### config.mk
export PLATFORM = sky130hd
export DESIGN_NAME = uart_led_ctrl_flat
export DESIGN_NICKNAME = d
export VERILOG_FILES = /design/src/rtl/uart_led_ctrl_if.sv /design/src/rtl/uart_led_ctrl.sv /design/src/flat_wrapper.sv
export SDC_FILE = /design/constraint.sdc
export NUM_CORES = 1
export LEC_CHECK = 0
export CAP_MARGIN = 5
export CORE_MARGIN = 4
export CORE_UTILIZATION = 49
export DETAILED_ROUTE_END_ITERATION = 8
export GPL_TIMING_DRIVEN = 1
export PLACE_DENSITY = 0.67
export SYNTH_ARGS = -nofsm -noshare
export SYNTH_HDL_FRONTEND = slang
export SYNTH_SLANG_ARGS = --single-unit
export TNS_END_PERCENT = 30
### constraint.sdc
create_clock -name i_Clock -period 3.4 [get_ports i_Clock]
set_clock_uncertainty 0.2 [all_clocks]
set_input_delay 0.51 -clock i_Clock [delete_from_list [all_inputs] [get_ports i_Clock]]
set_output_delay 0.51 -clock i_Clock [all_outputs]
set_load 0.01 [all_outputs]
### src/rtl/uart_led_ctrl_if.sv
// Byte-stream link between a UART core and the LED controller.
// The master side feeds received bytes and the TX busy flag; the slave side returns response bytes.
interface uart_led_ctrl_if;
  logic       i_RX_DV;
  logic [7:0] i_RX_Byte;
  logic       i_TX_Active;
  logic       o_TX_DV;
  logic [7:0] o_TX_Byte;

  modport master (
    output i_RX_DV,
    output i_RX_Byte,
    output i_TX_Active,
    input  o_TX_DV,
    input  o_TX_Byte
  );

  modport slave (
    input  i_RX_DV,
    input  i_RX_Byte,
    input  i_TX_Active,
    output o_TX_DV,
    output o_TX_Byte
  );
endinterface

### src/rtl/uart_led_ctrl.sv
// UART command parser driving per-channel PWM/blink LEDs, a 1 Hz tick with seconds counter,
// and a one-entry response buffer toward the transmitter.
module uart_led_ctrl #(
  parameter int N_CH         = 3,
  parameter int PWM_W        = 8,
  parameter int ACC_W        = 32,
  parameter int TICK_INC     = 172,
  parameter int TIMEOUT_CLKS = 2500000
) (
  input  logic            i_Clock,
  input  logic            i_Rst_L,
  uart_led_ctrl_if.slave  uart,
  output logic [N_CH-1:0] o_LED_L,
  output logic            o_Tick,
  output logic [5:0]      o_Secs,
  output logic            o_Overrun
);

  localparam int TMO_W = $clog2(TIMEOUT_CLKS + 1);
  localparam int CH_W  = (N_CH > 1) ? $clog2(N_CH) : 1;

  localparam logic [TMO_W-1:0] TMO_LAST = TMO_W'(TIMEOUT_CLKS - 1);
  localparam logic [ACC_W:0]   INC_EXT  = (ACC_W + 1)'(TICK_INC);
  localparam logic [7:0]       N_CH_B   = 8'(N_CH);

  localparam logic [7:0] CHR_S  = 8'h53;
  localparam logic [7:0] CHR_B  = 8'h42;
  localparam logic [7:0] CHR_CR = 8'h0D;
  localparam logic [7:0] CHR_LF = 8'h0A;
  localparam logic [7:0] CHR_E  = 8'h45;
  localparam logic [7:0] CHR_K  = 8'h4B;
  localparam logic [7:0] CHR_T  = 8'h54;
  localparam logic [7:0] CHR_0  = 8'h30;

  typedef enum logic [1:0] {IDLE, GET_CH, GET_VAL} state_t;

  // ---------------- tick / seconds ----------------
  logic [ACC_W-1:0] acc_q, acc_d;
  logic             tick_q, tick_d;
  logic [5:0]       secs_q, secs_d;

  always_comb begin
    {tick_d, acc_d} = {1'b0, acc_q} + INC_EXT;
    secs_d = secs_q;
    if (secs_q >= 6'd60) begin
      secs_d = 6'd0;
    end else if (tick_q) begin
      secs_d = (secs_q == 6'd59) ? 6'd0 : secs_q + 6'd1;
    end
  end

  always_ff @(posedge i_Clock or negedge i_Rst_L) begin
    if (!i_Rst_L) begin
      acc_q  <= '0;
      tick_q <= 1'b0;
      secs_q <= 6'd0;
    end else begin
      acc_q  <= acc_d;
      tick_q <= tick_d;
      secs_q <= secs_d;
    end
  end

  assign o_Tick = tick_q;
  assign o_Secs = secs_q;

  // ---------------- command parser ----------------
  state_t          state_q, state_d;
  logic            cmd_blink_q, cmd_blink_d;
  logic [CH_W-1:0] ch_q, ch_d;
  logic [TMO_W-1:0] tmo_q, tmo_d;
  logic            resp_vld;
  logic [7:0]      resp_byte;
  logic            duty_we;
  logic            blink_we;
  logic [7:0]      ch_idx;
  logic            ch_ok;

  assign ch_idx = uart.i_RX_Byte - CHR_0;
  assign ch_ok  = (uart.i_RX_Byte >= CHR_0) && (ch_idx < N_CH_B);

  always_comb begin
    state_d     = state_q;
    cmd_blink_d = cmd_blink_q;
    ch_d        = ch_q;
    tmo_d       = tmo_q;
    resp_vld    = 1'b0;
    resp_byte   = 8'h00;
    duty_we     = 1'b0;
    blink_we    = 1'b0;
    if (uart.i_RX_DV) begin
      // A byte always restarts the silence counter, even on the timeout cycle itself.
      tmo_d = '0;
      case (state_q)
        IDLE: begin
          if (uart.i_RX_Byte == CHR_S || uart.i_RX_Byte == CHR_B) begin
            cmd_blink_d = (uart.i_RX_Byte == CHR_B);
            state_d     = GET_CH;
          end else if (uart.i_RX_Byte != CHR_CR && uart.i_RX_Byte != CHR_LF) begin
            resp_vld  = 1'b1;
            resp_byte = CHR_E;
          end
        end
        GET_CH: begin
          if (ch_ok) begin
            ch_d    = ch_idx[CH_W-1:0];
            state_d = GET_VAL;
          end else begin
            resp_vld  = 1'b1;
            resp_byte = CHR_E;
            state_d   = IDLE;
          end
        end
        GET_VAL: begin
          duty_we   = ~cmd_blink_q;
          blink_we  = cmd_blink_q;
          resp_vld  = 1'b1;
          resp_byte = CHR_K;
          state_d   = IDLE;
        end
        default: state_d = IDLE;
      endcase
    end else if (state_q != IDLE) begin
      if (tmo_q == TMO_LAST) begin
        tmo_d     = '0;
        state_d   = IDLE;
        resp_vld  = 1'b1;
        resp_byte = CHR_T;
      end else begin
        tmo_d = tmo_q + 1'b1;
      end
    end else begin
      tmo_d = '0;
    end
  end

  always_ff @(posedge i_Clock or negedge i_Rst_L) begin
    if (!i_Rst_L) begin
      state_q     <= IDLE;
      cmd_blink_q <= 1'b0;
      ch_q        <= '0;
      tmo_q       <= '0;
    end else begin
      state_q     <= state_d;
      cmd_blink_q <= cmd_blink_d;
      ch_q        <= ch_d;
      tmo_q       <= tmo_d;
    end
  end

  // ---------------- response buffer ----------------
  logic       full_q, full_d;
  logic [7:0] entry_q, entry_d;
  logic [7:0] last_q, last_d;
  logic       ovr_q, ovr_d;
  logic       tx_fire;

  assign tx_fire = full_q & ~uart.i_TX_Active;

  always_comb begin
    full_d  = full_q;
    entry_d = entry_q;
    last_d  = last_q;
    ovr_d   = ovr_q;
    if (tx_fire) begin
      full_d = 1'b0;
      last_d = entry_q;
    end
    // The slot being launched this cycle counts as free for a new response.
    if (resp_vld) begin
      if (full_q && !tx_fire) begin
        ovr_d = 1'b1;
      end else begin
        full_d  = 1'b1;
        entry_d = resp_byte;
      end
    end
  end

  always_ff @(posedge i_Clock or negedge i_Rst_L) begin
    if (!i_Rst_L) begin
      full_q  <= 1'b0;
      entry_q <= 8'h00;
      last_q  <= 8'h00;
      ovr_q   <= 1'b0;
    end else begin
      full_q  <= full_d;
      entry_q <= entry_d;
      last_q  <= last_d;
      ovr_q   <= ovr_d;
    end
  end

  assign uart.o_TX_DV   = tx_fire;
  assign uart.o_TX_Byte = tx_fire ? entry_q : last_q;
  assign o_Overrun      = ovr_q;

  // ---------------- PWM ----------------
  logic [PWM_W-1:0] pwm_q, pwm_d;
  logic             pwm_wrap;
  logic             phase;
  logic [PWM_W-1:0] duty_val;

  assign pwm_d    = pwm_q + 1'b1;
  assign pwm_wrap = &pwm_q;
  assign phase    = acc_q[ACC_W-1];
  assign duty_val = PWM_W'(uart.i_RX_Byte);

  always_ff @(posedge i_Clock or negedge i_Rst_L) begin
    if (!i_Rst_L) begin
      pwm_q <= '0;
    end else begin
      pwm_q <= pwm_d;
    end
  end

  for (genvar gi = 0; gi < N_CH; gi++) begin : g_ch
    logic [PWM_W-1:0] shadow_q, shadow_d;
    logic [PWM_W-1:0] active_q, active_d;
    logic             blink_q, blink_d;
    logic             led_q, led_d;
    logic             sel;

    always_comb begin
      sel      = (ch_q == CH_W'(gi));
      shadow_d = (duty_we && sel) ? duty_val : shadow_q;
      blink_d  = (blink_we && sel) ? (uart.i_RX_Byte != 8'h00) : blink_q;
      // Active duty only changes at the wrap, so a period is never cut short.
      active_d = pwm_wrap ? shadow_q : active_q;
      led_d    = ~((pwm_q < active_q) && (~blink_q || phase));
    end

    always_ff @(posedge i_Clock or negedge i_Rst_L) begin
      if (!i_Rst_L) begin
        shadow_q <= '0;
        active_q <= '0;
        blink_q  <= 1'b0;
        led_q    <= 1'b1;
      end else begin
        shadow_q <= shadow_d;
        active_q <= active_d;
        blink_q  <= blink_d;
        led_q    <= led_d;
      end
    end

    assign o_LED_L[gi] = led_q;
  end

endmodule

### src/flat_wrapper.sv
// flat-port wrapper written by rule: the top's interface ports become plain ports
module uart_led_ctrl_flat 
#(
  parameter int N_CH         = 3,
  parameter int PWM_W        = 8,
  parameter int ACC_W        = 32,
  parameter int TICK_INC     = 172,
  parameter int TIMEOUT_CLKS = 2500000
)
  (i_Clock, i_Rst_L, o_LED_L, o_Tick, o_Secs, o_Overrun, uart_i_RX_DV, uart_i_RX_Byte, uart_i_TX_Active, uart_o_TX_DV, uart_o_TX_Byte);
  uart_led_ctrl_if uart_i ();
  input  logic i_Clock;
  input  logic i_Rst_L;
  output logic [N_CH-1:0] o_LED_L;
  output logic o_Tick;
  output logic [5:0] o_Secs;
  output logic o_Overrun;
  input wire logic [$bits(uart_i.i_RX_DV)-1:0] uart_i_RX_DV;
  input wire logic [$bits(uart_i.i_RX_Byte)-1:0] uart_i_RX_Byte;
  input wire logic [$bits(uart_i.i_TX_Active)-1:0] uart_i_TX_Active;
  output wire logic [$bits(uart_i.o_TX_DV)-1:0] uart_o_TX_DV;
  output wire logic [$bits(uart_i.o_TX_Byte)-1:0] uart_o_TX_Byte;
  assign uart_i.i_RX_DV = uart_i_RX_DV;
  assign uart_i.i_RX_Byte = uart_i_RX_Byte;
  assign uart_i.i_TX_Active = uart_i_TX_Active;
  assign uart_o_TX_DV = uart_i.o_TX_DV;
  assign uart_o_TX_Byte = uart_i.o_TX_Byte;
  uart_led_ctrl #(.N_CH(N_CH), .PWM_W(PWM_W), .ACC_W(ACC_W), .TICK_INC(TICK_INC), .TIMEOUT_CLKS(TIMEOUT_CLKS)) u_core (.i_Clock(i_Clock), .i_Rst_L(i_Rst_L), .uart(uart_i), .o_LED_L(o_LED_L), .o_Tick(o_Tick), .o_Secs(o_Secs), .o_Overrun(o_Overrun));
endmodule
# Yosys cells after proc, flatten, opt, wreduce, memory -nomap -nowiden
# Cells that the tools add are included.
[op_classes]
addsub = 5
n_lt_le_gt_ge = 6
n_eq_ne = 11
muxes = 34
n_bitwise = 10
reduce_logical = 30
[ops]
columns = ["op", "count"]
rows = [
  ["22-bit two-way mux", 3],
  ["32-bit by 8-bit adder with 33-bit output, second input constant", 1],
  ["8-bit two-way mux", 4],
  ["8-bit < comparator", 3],
  ["8-bit case mux with 3 select lines", 1],
  ["22-bit by 1-bit adder with 22-bit output, second input constant", 1],
  ["22-bit equality test, second input constant", 1],
  ["7-bit two-way mux", 3],
  ["6-bit two-way mux", 3],
  ["8-bit by 7-bit equality test with 1-bit output, second input constant", 2],
  ["8-bit by 4-bit != test with 1-bit output, second input constant", 2],
  ["1-bit two-way mux", 13],
  ["1-bit logical AND", 12],
  ["2-bit two-way mux", 5],
  ["1-bit inverter", 9],
  ["3-bit AND reduction", 3],
  ["8-bit by 1-bit adder with 8-bit output, second input constant", 1],
  ["8-bit by 6-bit greater-or-equal comparator with 1-bit output, second input constant", 1],
  ["8-bit by 2-bit < comparator with 1-bit output, second input constant", 1],
  ["8-bit AND reduction", 1],
  ["2-bit nonzero test", 4],
  ["8-bit nonzero test", 1],
  ["8-bit by 6-bit subtractor with 8-bit output, second input constant", 1],
  ["6-bit by 1-bit adder with 6-bit output, second input constant", 1],
  ["other kinds (12)", 19],
]
[word_totals]
register_bits = 146
inputBits = 12
out_inout_bits = 20

# Logic depth before layout (Yosys ltp)
# Gate-level depths: netlist of the first run.
[depth]
word_depth = 7
ltp_mapped = 8
ltp_nobuf = 7

# Worst setup path after synthesis of the first run
# Ideal clock, no wire load.
[synth_path]
path_type = "in2reg"
from = "in uart_i_RX_Byte[6]"
to = "reg u_core.entry_q[0]"
setup_ns = 0.118
arrival_ns = 1.793
required_ns = 3.082
setup_slack_ns = 1.289
stages = 5
n_path_buf = 0
path_cell_list = "or4_1 > a211oi_2 > nor4b_1 > o31a_1 > a21o_1"
[synth_between]
elab_chain_cells = 7
[synth_lines]
columns = ["item", "line_no", "text"]
rows = [
  ["start: declaration", "flat_wrapper.sv:19", "input wire logic [$bits(uart_i.i_RX_Byte)-1:0] uart_i_RX_Byte;"],
  ["8-bit by 6-bit subtractor with 8-bit output / 8-bit by 4-bit != test with 1-bit output (equally long branches)", "uart_led_ctrl.sv:79, uart_led_ctrl.sv:99", ""],
  ["8-bit by 2-bit < comparator with 1-bit output / 1-bit logical AND (equally long branches)", "uart_led_ctrl.sv:80, uart_led_ctrl.sv:99", ""],
  ["1-bit logical AND / 1-bit two-way mux (equally long branches)", "uart_led_ctrl.sv:80, uart_led_ctrl.sv:99", ""],
  ["1-bit two-way mux, on equally long branches", "uart_led_ctrl.sv:105, uart_led_ctrl.sv:96", ""],
  ["1-bit case mux with 3 select lines", "uart_led_ctrl.sv:94", "case (state_q)"],
  ["1-bit two-way mux", "uart_led_ctrl.sv:91", "if (uart.i_RX_DV) begin"],
  ["2-bit AND reduction (no line)", "n/a", ""],
  ["end signal: assignment", "uart_led_ctrl.sv:188", "entry_q <= entry_d;"],
  ["end: declaration", "uart_led_ctrl.sv:153", "logic [7:0] entry_q, entry_d;"],
]
# Parallel ways exist; a longest one is shown, timed or not.
# A chain may end at the register's enable or synchronous reset.

# Worst setup path in the final report of the first run
[layout_path]
from = "in uart_i_TX_Active"
to = "out uart_o_TX_Byte[0]"
[layout_between]
elab_chain_cells = 3
[layout_lines]
columns = ["item", "line_no", "text"]
rows = [
  ["start: declaration", "flat_wrapper.sv:20", "input wire logic [$bits(uart_i.i_TX_Active)-1:0] uart_i_TX_Active;"],
  ["1-bit inverter", "uart_led_ctrl.sv:158", "assign tx_fire = full_q & ~uart.i_TX_Active;"],
  ["1-bit AND", "uart_led_ctrl.sv:158", ""],
  ["8-bit two-way mux", "uart_led_ctrl.sv:195", "assign uart.o_TX_Byte = tx_fire ? entry_q : last_q;"],
  ["end: declaration", "flat_wrapper.sv:22", "output wire logic [$bits(uart_i.o_TX_Byte)-1:0] uart_o_TX_Byte;"],
]
# Every way passes these cells.

==> metrics.cfg, run 1 <==
[run_status]
status = finished clean

[final_layout]
multi_input_area_sq_um = 2680
n_antenna_cell = 0
fin_cells = 822
final_layout_size_suffix_gt1_frac = 0.122
n_fill_cell = 1039
fin_area_sq_um = 7540
regArea_sq_um = 3530
area_growth_pct = 16.8
nNetsFinal = 674

[clock_tree]
clkSinkCount = 141
clock_latency_ps = 420
path_clk_slew_ps = 60
cts_buffers = 17
cts_root_buffer = clkbuf_16
clockBufferDepth = 2
post_cts_resized = 0
cts_tree = done
htree_levels = 4

[route]
routed_wl_microns = 12100
ant_nets = 0
vias = 4367
vias_per_cell = 5.31
routedWlPerCell_microns = 14.7
drtIter0Drc = 236
drc = 0
first_pass_iters = 5

[sta]
final-hold-violation-count = 0
period_minus_slack_ps = 2790
report.final.slew_viol_count = 0
max_freq_ghz = 0.358
setup_viol = 0
relSlewSlack = 0.580
timing.final.crit_share = 0.822
worst_slack_ps = 606
rsz0062_at_grt = no
setup_tns_ps = 0
tightest_slew_ps = 630

[min_path]
hold_class = reg -> reg

[die]
die_x_microns = 123
die_h_microns = 123
num_rows = 41
fp.dieArea_sq_um = 15100
core-area_sq_um = 12800
ios = 32
start_util = 0.505

[synth]
synth_top_cell_by_area = dfrtp_1
synth_cell_type_count = 47
synth_xor_xnor_area_share = 0.0746
syn_inst = 599
synth_compound_area_frac = 0.0822
synthArstFlopShare = 1.00
synth_edf_count = 0
synth-warning-count = 0
synth_seq_cells = 141
avgSynthCellArea_sq_um = 10.8
synth_adder_area_share = 0.0485
yosys.area.top_type_share = 0.535
synth_most_common_cell = dfrtp_1
synth-main-ff-cell = dfrtp_1
synth.area.mux_share = 0.0589
synthTopCellsByArea = dfrtp_1 54%, mux2_2 5.6%, ha_1 4.8%
synth_common_cells = 138 x dfrtp_1, 58 x nand2_1, 50 x nor2_1
synth_top_family_by_area = simple AND/OR/NAND/NOR gates
synth_nets = 636
syn_area_sq_um = 6450
ys_seq_area_frac = 0.547
yosys.area_share.simple = 0.151

[global_routing]
track_usage = 0.176
grt_antenna_before_repair = 0
grt_max_degree = 94
grt_pass1_wl_microns = 20900
grt_remaining_overflow = 0
grt_pass1_vias = 4484

[setup_path]
slowest_stage = clkdlybuf4s50_1
cp_slowest_stage_delay_ps = 490
cpMostUsedCell = clkdlybuf4s50_1
cp.required_ps = 2690
crit_chain = clkdlybuf4s50_1 > nor2b_1 > buf_4 > mux2_2 > clkdlybuf4s50_1
reg2reg_slack_ps = 1090
critPathKind = in -> out
end_kind = output port
critPathLaunchType = primary input
critPathArrivalTime_ps = 2080
crit_fanout = 10

[power_and_ir_drop]
switchingPower_w = 0.000739
power_frac_clock = 0.503
power_density_nw_per_um2 = 471
leakage_nw = 3.37
switching_share = 0.208
seq_power_share = 0.474
power.internal_w = 0.00281
power_frac_comb = 0.023
ir_worst_vdd_mv = 0.436

[run]
maxCapViolCount = 0

[placed_design]
dp.cells = 789
dpl_cell_area_sq_um = 6950
io_buffers = 31
dpl.hpwl_microns = 8300
place.gp.congestion = 0.801
dp_worst_setup_slack_ps = 605

area by class of cell:
cell class | instances | share of cell area
Clock buffer | 19 | 0.0601
Sequential cell | 141 | 0.469
Inverter | 41 | 0.0204
Multi-Input combinational cell | 398 | 0.356
Timing Repair Buffer | 38 | 0.0503
Clock inverter | 13 | 0.0161
Tap cell | 172 | 0.0286
worst max-delay path: cells and delay by family:
kind | cells | cell delay (ps)
multiplexers | 1 | 350
buffers and inverters | 3 | 1100
AND/OR/NAND/NOR | 1 | 130
layer usage:
layer  up-vias  wire (microns)  global-route usage
met1      2159            5810               0.230
met5         -               0                   0
li1       2130               -                   -
met2        67            5670               0.280
met4         0             151              0.0637
met3        11             421              0.0525
registers in the layout (all words and copies together) (netlist names), 3 cells and up:
name and cells:
u_core.g_ch.shadow_q 24, u_core.g_ch.active_q 24, u_core.o_Secs 6, u_core.acc_q 30, u_core.g_ch.blink_q 3, u_core.g_ch.led_q 3, u_core.pwm_q 8, u_core.last_q 8
u_core.tmo_q 22, u_core.entry_q 5
placed cells by master, fill, tap and decap left out, types with 3 or more instances in the layout:
| master | n |
|---|---|
| a211oi_1 | 3 |
| nand4_1 | 6 |
| nor4_1 | 4 |
| clkbuf_16 | 17 |
| and4_1 | 7 |
| nand3_1 | 26 |
| a21oi_1 | 11 |
| nor2b_1 | 6 |
| nand2_1 | 58 |
| xor2_1 | 26 |
| and4bb_2 | 3 |
| inv_1 | 41 |
| ha_1 | 25 |
| o21a_1 | 5 |
| clkinv_2 | 9 |
| dfrtp_1 | 138 |
| o21ai_0 | 41 |
| dfstp_2 | 3 |
| nor3b_1 | 3 |
| nor3_1 | 12 |
| and3_1 | 8 |
| a21o_1 | 7 |
| buf_4 | 5 |
| nand2b_1 | 4 |
| nor2_1 | 50 |
| clkdlybuf4s50_1 | 30 |
| xnor2_1 | 29 |
| mux2_2 | 32 |
logic make-up (layout without fill, tap and decap cells):
| group | count (synthesis) | after routing |
|---|---|---|
| compound gates | 87 | 87 |
| xor+xnor | 55 | 55 |
| fa+ha+maj | 25 | 25 |
| buf+inv | 60 | 111 |
| flops | 141 | 141 |
| mux | 34 | 34 |
| simple gates | 197 | 197 |
metrics by stage:
step | power [W] | utilization | hold WS, ps
after floorplan | 0.00173 | - | 14.4
after global placement | 0.00179 | 0.544 | 219
after detailed placement | 0.00179 | 0.544 | 234
after CTS | 0.00360 | 0.590 | 243
after global routing | 0.00368 | 0.590 | 279
final | 0.00355 | 0.590 | 242
path summary, 6_finish.rpt:
check                                     startpoint  depth (start not counted)                                endpoint
min                        u_core.acc_q[2]$_DFF_PN0_                          1               u_core.acc_q[2]$_DFF_PN0_
max                                 uart_i_TX_Active                          5                       uart_o_TX_Byte[0]
max in group asynchronous                    i_Rst_L                          3               u_core.tmo_q[4]$_DFF_PN0_
max reg2reg                u_core.pwm_q[1]$_DFF_PN0_                          7  u_core.g_ch[0].active_q[6]$_DFFE_PN0P_
min in group asynchronous                    i_Rst_L                          2            u_core.o_Secs[4]$_DFFE_PN0P_
min reg2reg                u_core.acc_q[2]$_DFF_PN0_                          1               u_core.acc_q[2]$_DFF_PN0_
power by group through the flow:
stage	logic, W	registers [W]	clock network, W
2_1_floorplan	0.0000208	0.00171	0
5_1_grt	0.0000934	0.00168	0.00190
4_1_cts	0.0000848	0.00168	0.00183
3_5_place_dp	0.0000836	0.00171	0
3_3_place_gp	0.0000812	0.00171	0
6_report	0.0000814	0.00168	0.00179
what timing repair did:
item	4_1_cts	5_1_grt
buffers inserted	0	0
hold endpoints to repair	45	0
hold buffers	1	0
Power figures use the tool's default switching activity.
==> inputs of run 2 (changes only) <==
--- a/config.mk
+++ b/config.mk
@@ -10,7 +10,7 @@
 export CORE_UTILIZATION = 49
 export DETAILED_ROUTE_END_ITERATION = 8
 export GPL_TIMING_DRIVEN = 1
-export PLACE_DENSITY = 0.67
+export PLACE_DENSITY = 0.7
 export SYNTH_ARGS = -nofsm -noshare
 export SYNTH_HDL_FRONTEND = slang
 export SYNTH_SLANG_ARGS = --single-unit
==> constraint.sdc (replaced) <==
create_clock -name i_Clock -period 2.2 [get_ports i_Clock]
set_clock_uncertainty 0.2 [all_clocks]
set_input_delay 0.33 -clock i_Clock [delete_from_list [all_inputs] [get_ports i_Clock]]
set_output_delay 0.33 -clock i_Clock [all_outputs]
set_load 0.01 [all_outputs]
==> metrics.cfg, run 2 (same netlist as run 1, synthesis figures left out) <==
[placed_design]
io_buffers = 31  ; unchanged
dpl_cell_area_sq_um = 7200  ; was 6950 sq um
place.gp.congestion = 0.852  ; was 0.801
dp.cells = 818  ; was 789
dpl.hpwl_microns = 8690  ; was 8300 microns

[clock_tree]
htree_levels = 4  ; unchanged
clockBufferDepth = 2  ; unchanged
cts_tree = done  ; unchanged
path_clk_slew_ps = 50  ; was 60 ps
clock_latency_ps = 410  ; was 420 ps
clkSinkCount = 141  ; unchanged
cts_root_buffer = clkbuf_16  ; unchanged
cts_buffers = 17  ; unchanged

[power_and_ir_drop]
switching_share = 0.195  ; was 0.208
power_frac_comb = 0.029  ; was 0.023
ir_worst_vdd_mv = 0.371  ; was 0.436 mV
power_density_nw_per_um2 = 717  ; was 471 nW/um^2
switchingPower_w = 0.00109  ; was 0.000739 W
power.internal_w = 0.00452  ; was 0.00281 W
power_frac_clock = 0.508  ; was 0.503
p_total_w = 0.00561  ; was 0.00355 W
seq_power_share = 0.463  ; was 0.474
leakage_nw = 3.56  ; was 3.37 nW

[final_layout]
area_growth_pct = 21.2  ; was 16.8%
regArea_sq_um = 3530  ; unchanged
n_fill_cell = 1021  ; was 1,039
fin_area_sq_um = 7820  ; was 7540 sq um
fin_cells = 852  ; was 822
reg_top3 = u_core.acc_q (30), u_core.g_ch.active_q (24), u_core.g_ch.shadow_q (24)  ; unchanged
final_cell_mix = 138 x dfrtp_1, 58 x nand2_1, 50 x nor2_1  ; unchanged
n_antenna_cell = 0  ; unchanged
final_layout_size_suffix_gt1_frac = 0.169  ; was 0.122
multi_input_area_sq_um = 2710  ; was 2680 sq um
top_register = u_core.acc_q  ; unchanged
final_common_cell = dfrtp_1  ; unchanged
fin_util = 0.612  ; was 0.590
nNetsFinal = 704  ; was 674
largest_reg_flops = 30  ; unchanged

[die]
ios = 32  ; unchanged
fp.dieArea_sq_um = 15100  ; unchanged
num_rows = 41  ; unchanged
die_h_microns = 123  ; unchanged
die_x_microns = 123  ; unchanged
start_util = 0.505  ; unchanged
core-area_sq_um = 12800  ; unchanged

[setup_path]
r2r_end = u_core.entry_q[6]$_DFFE_PN0P_  ; was u_core.g_ch[0].active_q[6]$_DFFE_PN0P_
reg2reg_slack_ps = 130  ; was 1090 ps
critPathArrivalTime_ps = 1610  ; was 2080 ps
critPathLaunchType = flop  ; was primary input
crit_fanout = 6  ; was 10
r2r_cells = 7  ; unchanged
r2r-start = u_core.tmo_q[16]$_DFF_PN0_  ; was u_core.pwm_q[1]$_DFF_PN0_
cp.required_ps = 1670  ; was 2690 ps
end_kind = output port  ; unchanged
critPathKind = reg -> out  ; was in -> out

[sta]
report.final.slew_viol_count = 0  ; unchanged
period_minus_slack_ps = 2140
max_freq_ghz = 0.468
tightest_slew_ps = 464  ; was 630 ps
final-hold-violation-count = 0  ; unchanged
timing.final.crit_share = 0.972
relSlewSlack = 0.690  ; was 0.580
setup_viol = 0  ; unchanged

[global_routing]
grt_max_degree = 55  ; was 94
track_usage = 0.179  ; was 0.176
grt_antenna_before_repair = 0  ; unchanged
grt_pass1_wl_microns = 21400  ; was 20,900 microns
grt_pass1_vias = 4544  ; was 4,484
grt_remaining_overflow = 0  ; unchanged

[route]
drtIter0Drc = 194  ; was 236
first_pass_iters = 4  ; was 5
vias_per_cell = 5.26  ; was 5.31
routed_wl_microns = 12300  ; was 12,100 microns
drc = 0  ; unchanged
routedWlPerCell_microns = 14.5  ; was 14.7 microns
ant_nets = 0  ; unchanged
vias = 4482  ; was 4,367

[min_path]
hold_class = in -> async  ; was reg -> reg

[run]
maxCapViolCount = 0  ; unchanged

[run_status]
status = finished clean  ; unchanged

## run 2: final cells by class
class / count / area share
Sequential cell: 141 / 0.452
Multi-Input combinational cell: 398 / 0.346
Timing Repair Buffer: 68 / 0.0784
Clock buffer: 27 / 0.0669
Tap cell: 172 / 0.0275
Inverter: 41 / 0.0197
Clock inverter: 5 / 0.0101
## run 2: metal layers
metal	vias up	routed length, microns	global-route usage
li1	2187	-	-
met1	2200	5680	0.236
met2	83	6170	0.285
met3	12	389	0.0429
met4	0	107	0.0728
met5	-	0	0
## run 2: worst max-delay path by stage
stage                               from                            end  slack [ps]  cells past startpoint
5_1_grt          u_core.full_q$_DFF_PN0_                   uart_o_TX_DV         -10                      3
3_3_place_gp           uart_i_RX_Byte[6]   u_core.o_Overrun$_DFFE_PN0P_        -290                      6
2_1_floorplan  u_core.tmo_q[0]$_DFF_PN0_  u_core.entry_q[3]$_DFFE_PN0P_         250                      7
6_report         u_core.full_q$_DFF_PN0_                   uart_o_TX_DV          60                      3
4_1_cts          u_core.full_q$_DFF_PN0_              uart_o_TX_Byte[2]        -240                      4
3_5_place_dp           uart_i_RX_Byte[6]  u_core.entry_q[6]$_DFFE_PN0P_        -340                      6
## run 2: repair_timing
| action | CTS | global route |
|---|---|---|
| hold buffers | 1 | 0 |
| endpoints found under the hold margin | 39 | 0 |
| resized for setup | 10 | 16 |
| setup endpoints to repair | 8 | 31 |
| setup buffers | 0 | 1 |
| pin swaps | 0 | 2 |
## run 2: power by group through the flow
stage,Sequential (W),Clock [W],Combinational [W]
2_1_floorplan,0.00264,0,0.0000322
3_3_place_gp,0.00264,0,0.000156
3_5_place_dp,0.00264,0,0.000160
4_1_cts,0.00260,0.00290,0.000164
5_1_grt,0.00260,0.00305,0.000183
6_report,0.00260,0.00285,0.000162
## run 2: per-stage QoR
| stage | hold slack (ps) | TNS, ps | setup WS, ps |
|---|---|---|---|
| floorplan | -166 | 0 | 249 |
| global placement | 68.2 | -3600 | -293 |
| detailed placement | 69.7 | -4190 | -342 |
| CTS | 208 | -314 | -243 |
| global route | 225 | -22.5 | -11.9 |
| finish | 201 | 0 | 62.0 |
## run 2: worst max-delay path: stages (launching register included)
cell and delay (ps):
dfrtp_1 360, nor2b_4 160, buf_4 140, clkdlybuf4s50_1 540
